--- src/rtl/cpu_prog_loader.sv ---
// Boot loader: takes a little-endian byte stream (header, imem words, dmem words,
// checksum), writes each word to the CPU memory ports and enables the CPU on a good checksum.
module cpu_prog_loader #(
  parameter int unsigned IMEM_WORDS = 512,
  parameter int unsigned DMEM_WORDS = 1024,
  parameter int unsigned ADDR_STEP  = 4
) (
  input  logic        clk,
  input  logic        arst_n,
  input  logic        start,
  input  logic        halt,
  input  logic        in_valid,
  input  logic [7:0]  in_data,
  output logic        in_ready,
  output logic [31:0] addr_ext,
  output logic        wen_ext,
  output logic        ren_ext,
  output logic [31:0] wdata_ext,
  output logic [31:0] addr_ext_2,
  output logic        wen_ext_2,
  output logic        ren_ext_2,
  output logic [31:0] wdata_ext_2,
  output logic        cpu_enable,
  output logic        busy,
  output logic        error,
  output logic [2:0]  state_dbg
);

  // Handshake: a byte moves on a rising edge where in_valid && in_ready;
  // in_ready is registered and high only while the loader consumes stream bytes.
  typedef enum logic [2:0] {
    S_IDLE = 3'd0,
    S_HDR  = 3'd1,
    S_IMEM = 3'd2,
    S_DMEM = 3'd3,
    S_CSUM = 3'd4,
    S_RUN  = 3'd5,
    S_ERR  = 3'd6
  } state_e;

  state_e      state_q, state_d;
  logic [1:0]  byte_cnt_q, byte_cnt_d;
  logic [31:0] shift_q, shift_d;
  logic [15:0] imem_cnt_q, imem_cnt_d;
  logic [15:0] dmem_cnt_q, dmem_cnt_d;
  logic [15:0] word_cnt_q, word_cnt_d;
  logic [31:0] csum_q, csum_d;
  logic [31:0] addr_ext_q, addr_ext_d, wdata_ext_q, wdata_ext_d;
  logic [31:0] addr_ext_2_q, addr_ext_2_d, wdata_ext_2_q, wdata_ext_2_d;
  logic        wen_ext_q, wen_ext_d, wen_ext_2_q, wen_ext_2_d;
  logic        in_ready_q, in_ready_d;
  logic        cpu_enable_q, cpu_enable_d;
  logic        error_q, error_d;

  logic        accept;
  logic        word_done;
  logic [31:0] word_next;
  logic [31:0] word_addr;

  always_comb begin
    state_d       = state_q;
    byte_cnt_d    = byte_cnt_q;
    shift_d       = shift_q;
    imem_cnt_d    = imem_cnt_q;
    dmem_cnt_d    = dmem_cnt_q;
    word_cnt_d    = word_cnt_q;
    csum_d        = csum_q;
    addr_ext_d    = addr_ext_q;
    wdata_ext_d   = wdata_ext_q;
    addr_ext_2_d  = addr_ext_2_q;
    wdata_ext_2_d = wdata_ext_2_q;
    wen_ext_d     = 1'b0;
    wen_ext_2_d   = 1'b0;

    accept    = in_valid && in_ready_q;
    // Little-endian: each new byte enters at the top, so after four bytes
    // the first byte received sits in bits [7:0].
    word_next = {in_data, shift_q[31:8]};
    word_done = accept && (byte_cnt_q == 2'd3);
    word_addr = 32'(word_cnt_q) * ADDR_STEP;

    if (accept) begin
      shift_d    = word_next;
      byte_cnt_d = byte_cnt_q + 2'd1;
    end

    case (state_q)
      S_IDLE, S_ERR: begin
        if (start) begin
          state_d    = S_HDR;
          byte_cnt_d = 2'd0;
          word_cnt_d = 16'd0;
          csum_d     = 32'd0;
        end
      end
      S_HDR: begin
        if (word_done) begin
          imem_cnt_d = word_next[15:0];
          dmem_cnt_d = word_next[31:16];
          if (32'(word_next[15:0]) > IMEM_WORDS || 32'(word_next[31:16]) > DMEM_WORDS)
            state_d = S_ERR;
          else if (word_next[15:0] != 16'd0)
            state_d = S_IMEM;
          else if (word_next[31:16] != 16'd0)
            state_d = S_DMEM;
          else
            state_d = S_CSUM;
        end
      end
      S_IMEM: begin
        if (word_done) begin
          wen_ext_d   = 1'b1;
          wdata_ext_d = word_next;
          addr_ext_d  = word_addr;
          csum_d      = csum_q + word_next;
          if (word_cnt_q == imem_cnt_q - 16'd1) begin
            word_cnt_d = 16'd0;
            state_d    = (dmem_cnt_q != 16'd0) ? S_DMEM : S_CSUM;
          end else begin
            word_cnt_d = word_cnt_q + 16'd1;
          end
        end
      end
      S_DMEM: begin
        if (word_done) begin
          wen_ext_2_d   = 1'b1;
          wdata_ext_2_d = word_next;
          addr_ext_2_d  = word_addr;
          csum_d        = csum_q + word_next;
          if (word_cnt_q == dmem_cnt_q - 16'd1) begin
            word_cnt_d = 16'd0;
            state_d    = S_CSUM;
          end else begin
            word_cnt_d = word_cnt_q + 16'd1;
          end
        end
      end
      S_CSUM: begin
        if (word_done) state_d = (word_next == csum_q) ? S_RUN : S_ERR;
      end
      S_RUN: begin
        if (halt) state_d = S_IDLE;
      end
      default: state_d = S_IDLE;
    endcase

    // Status outputs are registered from the next state so they line up with it.
    in_ready_d   = (state_d == S_HDR) || (state_d == S_IMEM) ||
                   (state_d == S_DMEM) || (state_d == S_CSUM);
    cpu_enable_d = (state_d == S_RUN);
    error_d      = (state_d == S_ERR);
  end

  always_ff @(posedge clk) begin
    if (!arst_n) begin
      state_q       <= S_IDLE;
      byte_cnt_q    <= 2'd0;
      shift_q       <= 32'd0;
      imem_cnt_q    <= 16'd0;
      dmem_cnt_q    <= 16'd0;
      word_cnt_q    <= 16'd0;
      csum_q        <= 32'd0;
      addr_ext_q    <= 32'd0;
      wdata_ext_q   <= 32'd0;
      addr_ext_2_q  <= 32'd0;
      wdata_ext_2_q <= 32'd0;
      wen_ext_q     <= 1'b0;
      wen_ext_2_q   <= 1'b0;
      in_ready_q    <= 1'b0;
      cpu_enable_q  <= 1'b0;
      error_q       <= 1'b0;
    end else begin
      state_q       <= state_d;
      byte_cnt_q    <= byte_cnt_d;
      shift_q       <= shift_d;
      imem_cnt_q    <= imem_cnt_d;
      dmem_cnt_q    <= dmem_cnt_d;
      word_cnt_q    <= word_cnt_d;
      csum_q        <= csum_d;
      addr_ext_q    <= addr_ext_d;
      wdata_ext_q   <= wdata_ext_d;
      addr_ext_2_q  <= addr_ext_2_d;
      wdata_ext_2_q <= wdata_ext_2_d;
      wen_ext_q     <= wen_ext_d;
      wen_ext_2_q   <= wen_ext_2_d;
      in_ready_q    <= in_ready_d;
      cpu_enable_q  <= cpu_enable_d;
      error_q       <= error_d;
    end
  end

  assign in_ready    = in_ready_q;
  assign busy        = in_ready_q;
  assign addr_ext    = addr_ext_q;
  assign wen_ext     = wen_ext_q;
  assign ren_ext     = 1'b0;
  assign wdata_ext   = wdata_ext_q;
  assign addr_ext_2  = addr_ext_2_q;
  assign wen_ext_2   = wen_ext_2_q;
  assign ren_ext_2   = 1'b0;
  assign wdata_ext_2 = wdata_ext_2_q;
  assign cpu_enable  = cpu_enable_q;
  assign error       = error_q;
  assign state_dbg   = state_q;

endmodule

--- config.mk ---
export PLATFORM = sky130hd
export DESIGN_NAME = cpu_prog_loader
export DESIGN_NICKNAME = d
export VERILOG_FILES = /design/src/rtl/cpu_prog_loader.sv
export SDC_FILE = /design/constraint.sdc
export NUM_CORES = 1
export LEC_CHECK = 0
export ABC_CLOCK_PERIOD_IN_PS = 9100
export CORE_MARGIN = 2
export CORE_UTILIZATION = 35
export CTS_CLUSTER_DIAMETER = 30
export DETAILED_ROUTE_END_ITERATION = 8
export PLACE_DENSITY_LB_ADDON = 0.25
export SLEW_MARGIN = 25
export SYNTH_ARGS = -nofsm -noshare
export SYNTH_HDL_FRONTEND = slang
export SYNTH_SLANG_ARGS = --single-unit
export TNS_END_PERCENT = 5
--- constraint.sdc ---
create_clock -name clk -period 9.1 [get_ports clk]
set_clock_uncertainty 0.15 [all_clocks]
set_input_delay 2.275 -clock clk [delete_from_list [all_inputs] [get_ports clk]]
set_output_delay 2.275 -clock clk [all_outputs]
set_load 0.02 [all_outputs]
==> summary.txt <==
Synthesis
  • Largest family of logic cells by synthesized area: simple AND/OR/NAND/NOR gates
  • Xor-xnor portion of the synthesized cell area: 0.0624
  • Main synth FF type: dfxtp_1
  • Sequential fraction of the synthesis area: 0.391
  • Mapped Area: 10700 µm²
  • Post-Syn Instances: 1396
  • Compound-Gate Fraction of Synth Area: 0.191
  • Fraction of registers with async set/reset: 0
  • Post-Synth Simple-Gate Area: 0.240
  • Synth Area in Adders: 0.0426
  • Yosys reg bits: 210
  • Post-synthesis mux area share: 0.00664
  • Average size of a mapped cell: 7.69 µm²
  • Post-synth EDFFs: 0
  • Yosys cell types: 67
  • YS warnings: 0

STA
  • Setup Viol. Count Final: 0
  • Final-report hold violation count: 0
  • Highest Clock Rate: 183 MHz
  • Fin. max-slew vios: 0
  • Slew Limit Headroom: 0.329
  • Period minus WS final: 5.47 ns
  • RSZ-0062 raised after global routing: false
  • Final TNS setup: 0 ns
  • Worst slew pin tran: 1.00 ns
  • Period utilization: 0.601

Clock tree
  • Clock Tree Buf Depth: 3
  • H-tree depth: 2
  • CTS hold repair buffers: 0
  • Cts repair resizes: 0
  • CTS clk-pin slew, worst paths: 0.04 ns
  • Post-CTS Setup Inserts: 0
  • Worst skew pair latency: 0.54 ns
  • Clk sinks: 210
  • Clock buffer count from CTS: 48
  • CTS tree: yes
  • Clock root buffer: clkbuf_16

Critical path
  • Critical path required time: 9.40 ns
  • CP Cell Sequence: clkdlybuf4s50_1 -> nand3_1 -> nor2_2 -> nand2_1 -> nor3_4 -> or2b_1 -> a31oi_1
  • CP Launch Type: input port
  • Critical Path Max Stage Delay: 0.76 ns
  • Reg2reg path depth: 6
  • Worst path slowest cell: nor2_2
  • Worst EP arrival: 5.77 ns
  • Worst R2R Start: state_dbg[1]$_SDFF_PN0_
  • Crit path max-delay family: simple AND/OR/NAND/NOR gates
  • CP endpoint kind: flip-flop
  • Max FO, Critical Path: 22
  • FF-to-FF setup slack: 5.12 ns
  • CP Class: in -> reg
  • Crit path buffers/inverters: 1
  • Reg-to-Reg End: word_cnt_q[12]$_SDFFE_PN0P_

Finish
  • Footprint of the multi-input gates: 6010 µm²
  • Nets@finish: 1527
  • Antenna cells: 0
  • Fillers: 3055
  • Register Area: 4200 µm²
  • Layout Cells excl Fill: 1909
  • Core Util, Final: 0.450
  • Most frequent cells in the layout: 359 x nand2_1, 210 x dfxtp_1, 202 x a21oi_1
  • Area grow syn2layout: 27.4%
  • Most common cell after layout, fill and taps aside: nand2_1
  • Layout cells sized above 1: 0.0734

GRT
  • First-pass GRT wire length: 51200 µm
  • GRT Util Overall: 0.204
  • Vias in the first global route: 9408
  • Largest net degree at the start of global routing: 98
  • Antenna violations before repair: 0
  • Congestion Overflow GR: 0

Power
  • Max IR drop VDD: 0.000123 V
  • PwrDens: 204 nW/µm²
  • Lkg Pwr: 5.06 nW

Worst hold path
  • Hold endpoint: wdata_ext_2[19]$_SDFFE_PN0P_
  • Hold crit path type: reg -> reg
  • Worst min-delay path startpoint: wdata_ext_2[19]$_SDFFE_PN0P_
  • Hold Crit Depth: 2

Floorplanning
  • Core Region: 30400 µm²
  • Die height: 179 µm
  • Starting Density: 0.353
  • Io pins: 152
  • Die area: 32100 µm²
  • Die X-Extent: 179 µm
  • FP Rows: 64

Drt
  • Final ANT Viol Nets: 0
  • Final WL: 33000 µm
  • Pre-antenna DRT Iters: 5
  • Post-route DRC violation count: 0
  • Vias: 10200
  • Vias/cell: 5.32
  • First DRT Iteration DRCs: 670
  • Detailed-route wire length per cell: 17.3 µm

Placement
  • GP Congestion: 0.885
  • PortBufs: 117
  • Placed insts: 1823
  • DP Wirelength: 21700 µm

Status
  • Status: finished, final reports clean

Job
  • Max-cap violations: 0
-- metal layers --
metal / GRT usage / wire [µm] / vias to the layer above
met5: 0 / 0 / -
met4: 0.0753 / 1030 / 0
met3: 0.0382 / 2220 / 74
met2: 0.332 / 15100 / 356
met1: 0.269 / 14700 / 4765
li1: - / - / 4957
-- sequential cells by signal, indices dropped and copies added, names as in the netlist, 3 cells and up --
| register | cells |
|---|---|
| wdata_ext | 32 |
| shift_q | 24 |
| addr_ext_2 | 16 |
| wdata_ext_2 | 32 |
| state_dbg | 3 |
| dmem_cnt_q | 16 |
| imem_cnt_q | 16 |
| addr_ext | 16 |
| csum_q | 32 |
| word_cnt_q | 16 |
-- final cells by class --
cell class,instances,share of cell area
clock buffer,60,0.0955
clock inverter,25,0.0252
inverter,16,0.00457
multi-input combinational,1075,0.439
sequential,210,0.307
tap,396,0.0362
timing repair buffer,127,0.0920
-- how the worst max path moves through the flow --
stage	start	endpoint	slack, ns	cells after the start
6_report	in_valid	word_cnt_q[12]$_SDFFE_PN0P_	3.63	7
4_1_cts	in_valid	word_cnt_q[12]$_SDFFE_PN0P_	3.41	7
5_1_grt	in_valid	word_cnt_q[13]$_SDFFE_PN0P_	3.35	7
3_3_place_gp	in_valid	word_cnt_q[7]$_SDFFE_PN0P_	2.70	7
2_1_floorplan	in_data[5]	busy$_SDFF_PN0_	4.70	11
3_5_place_dp	in_valid	word_cnt_q[5]$_SDFFE_PN0P_	2.87	7
-- kinds of logic (layout without fill, tap and decap cells) --
| group | after synthesis | after routing |
|---|---|---|
| multiplexers | 7 | 7 |
| adder cells (fa/ha/maj) | 36 | 36 |
| flip-flops | 210 | 210 |
| buffers and inverters | 144 | 228 |
| AND/OR/NAND/NOR | 575 | 575 |
| XOR/XNOR | 75 | 75 |
| AO/OA/AOI/OAI | 348 | 348 |
| other | 1 | 34 |
-- Yosys cell counts, drive strengths merged, types with 6 or more instances --
library cell,count,area share
a21oi,202,0.094
nor4,23,0.013
nor3,32,0.015
or2,6,0.0035
nand3,22,0.010
xnor2,48,0.039
ha,35,0.041
a22oi,9,0.0063
mux2i,6,0.0056
a31oi,18,0.010
o211ai,6,0.0042
or3,9,0.0057
xor2,26,0.021
nand2b,8,0.0047
o21bai,8,0.0056
a21o,19,0.013
and3,14,0.0082
buf,43,0.030
or2b,9,0.0063
or4,10,0.0070
clkbuf,85,0.030
inv,15,0.0052
dfxtp,210,0.39
o21ai,32,0.015
nor2,52,0.018
nand2,361,0.13
nor3b,7,0.0049
o31ai,6,0.0042
-- per-stage QoR --
step	hold slack, ns	total power, mW	worst slack (ns)	cell area, µm²
after floorplan	0.279	1.04	4.70	10900
after global routing	0.316	2.88	3.35	13700
after CTS	0.304	2.82	3.41	13600
after global placement	0.292	1.07	2.70	12000
after detailed placement	0.298	1.07	2.87	12000
final	0.299	2.80	3.63	13700
-- worst min-delay path, cell delays in order, from the launching register on --
cell and delay, ns:
dfxtp_1 0.30, nand2_1 0.05, a21oi_1 0.05
-- report_power, final --
| group | switching, mW | total, mW | internal, mW | leakage (nW) |
|---|---|---|---|---|
| clock | 0.534 | 1.74 | 1.21 | 0.810 |
| combinational | 0.0835 | 0.113 | 0.0296 | 2.55 |
| sequential | 0.0149 | 0.942 | 0.928 | 1.69 |
| total | 0.632 | 2.80 | 2.16 | 5.06 |
(Power assumes the default switching activity.)
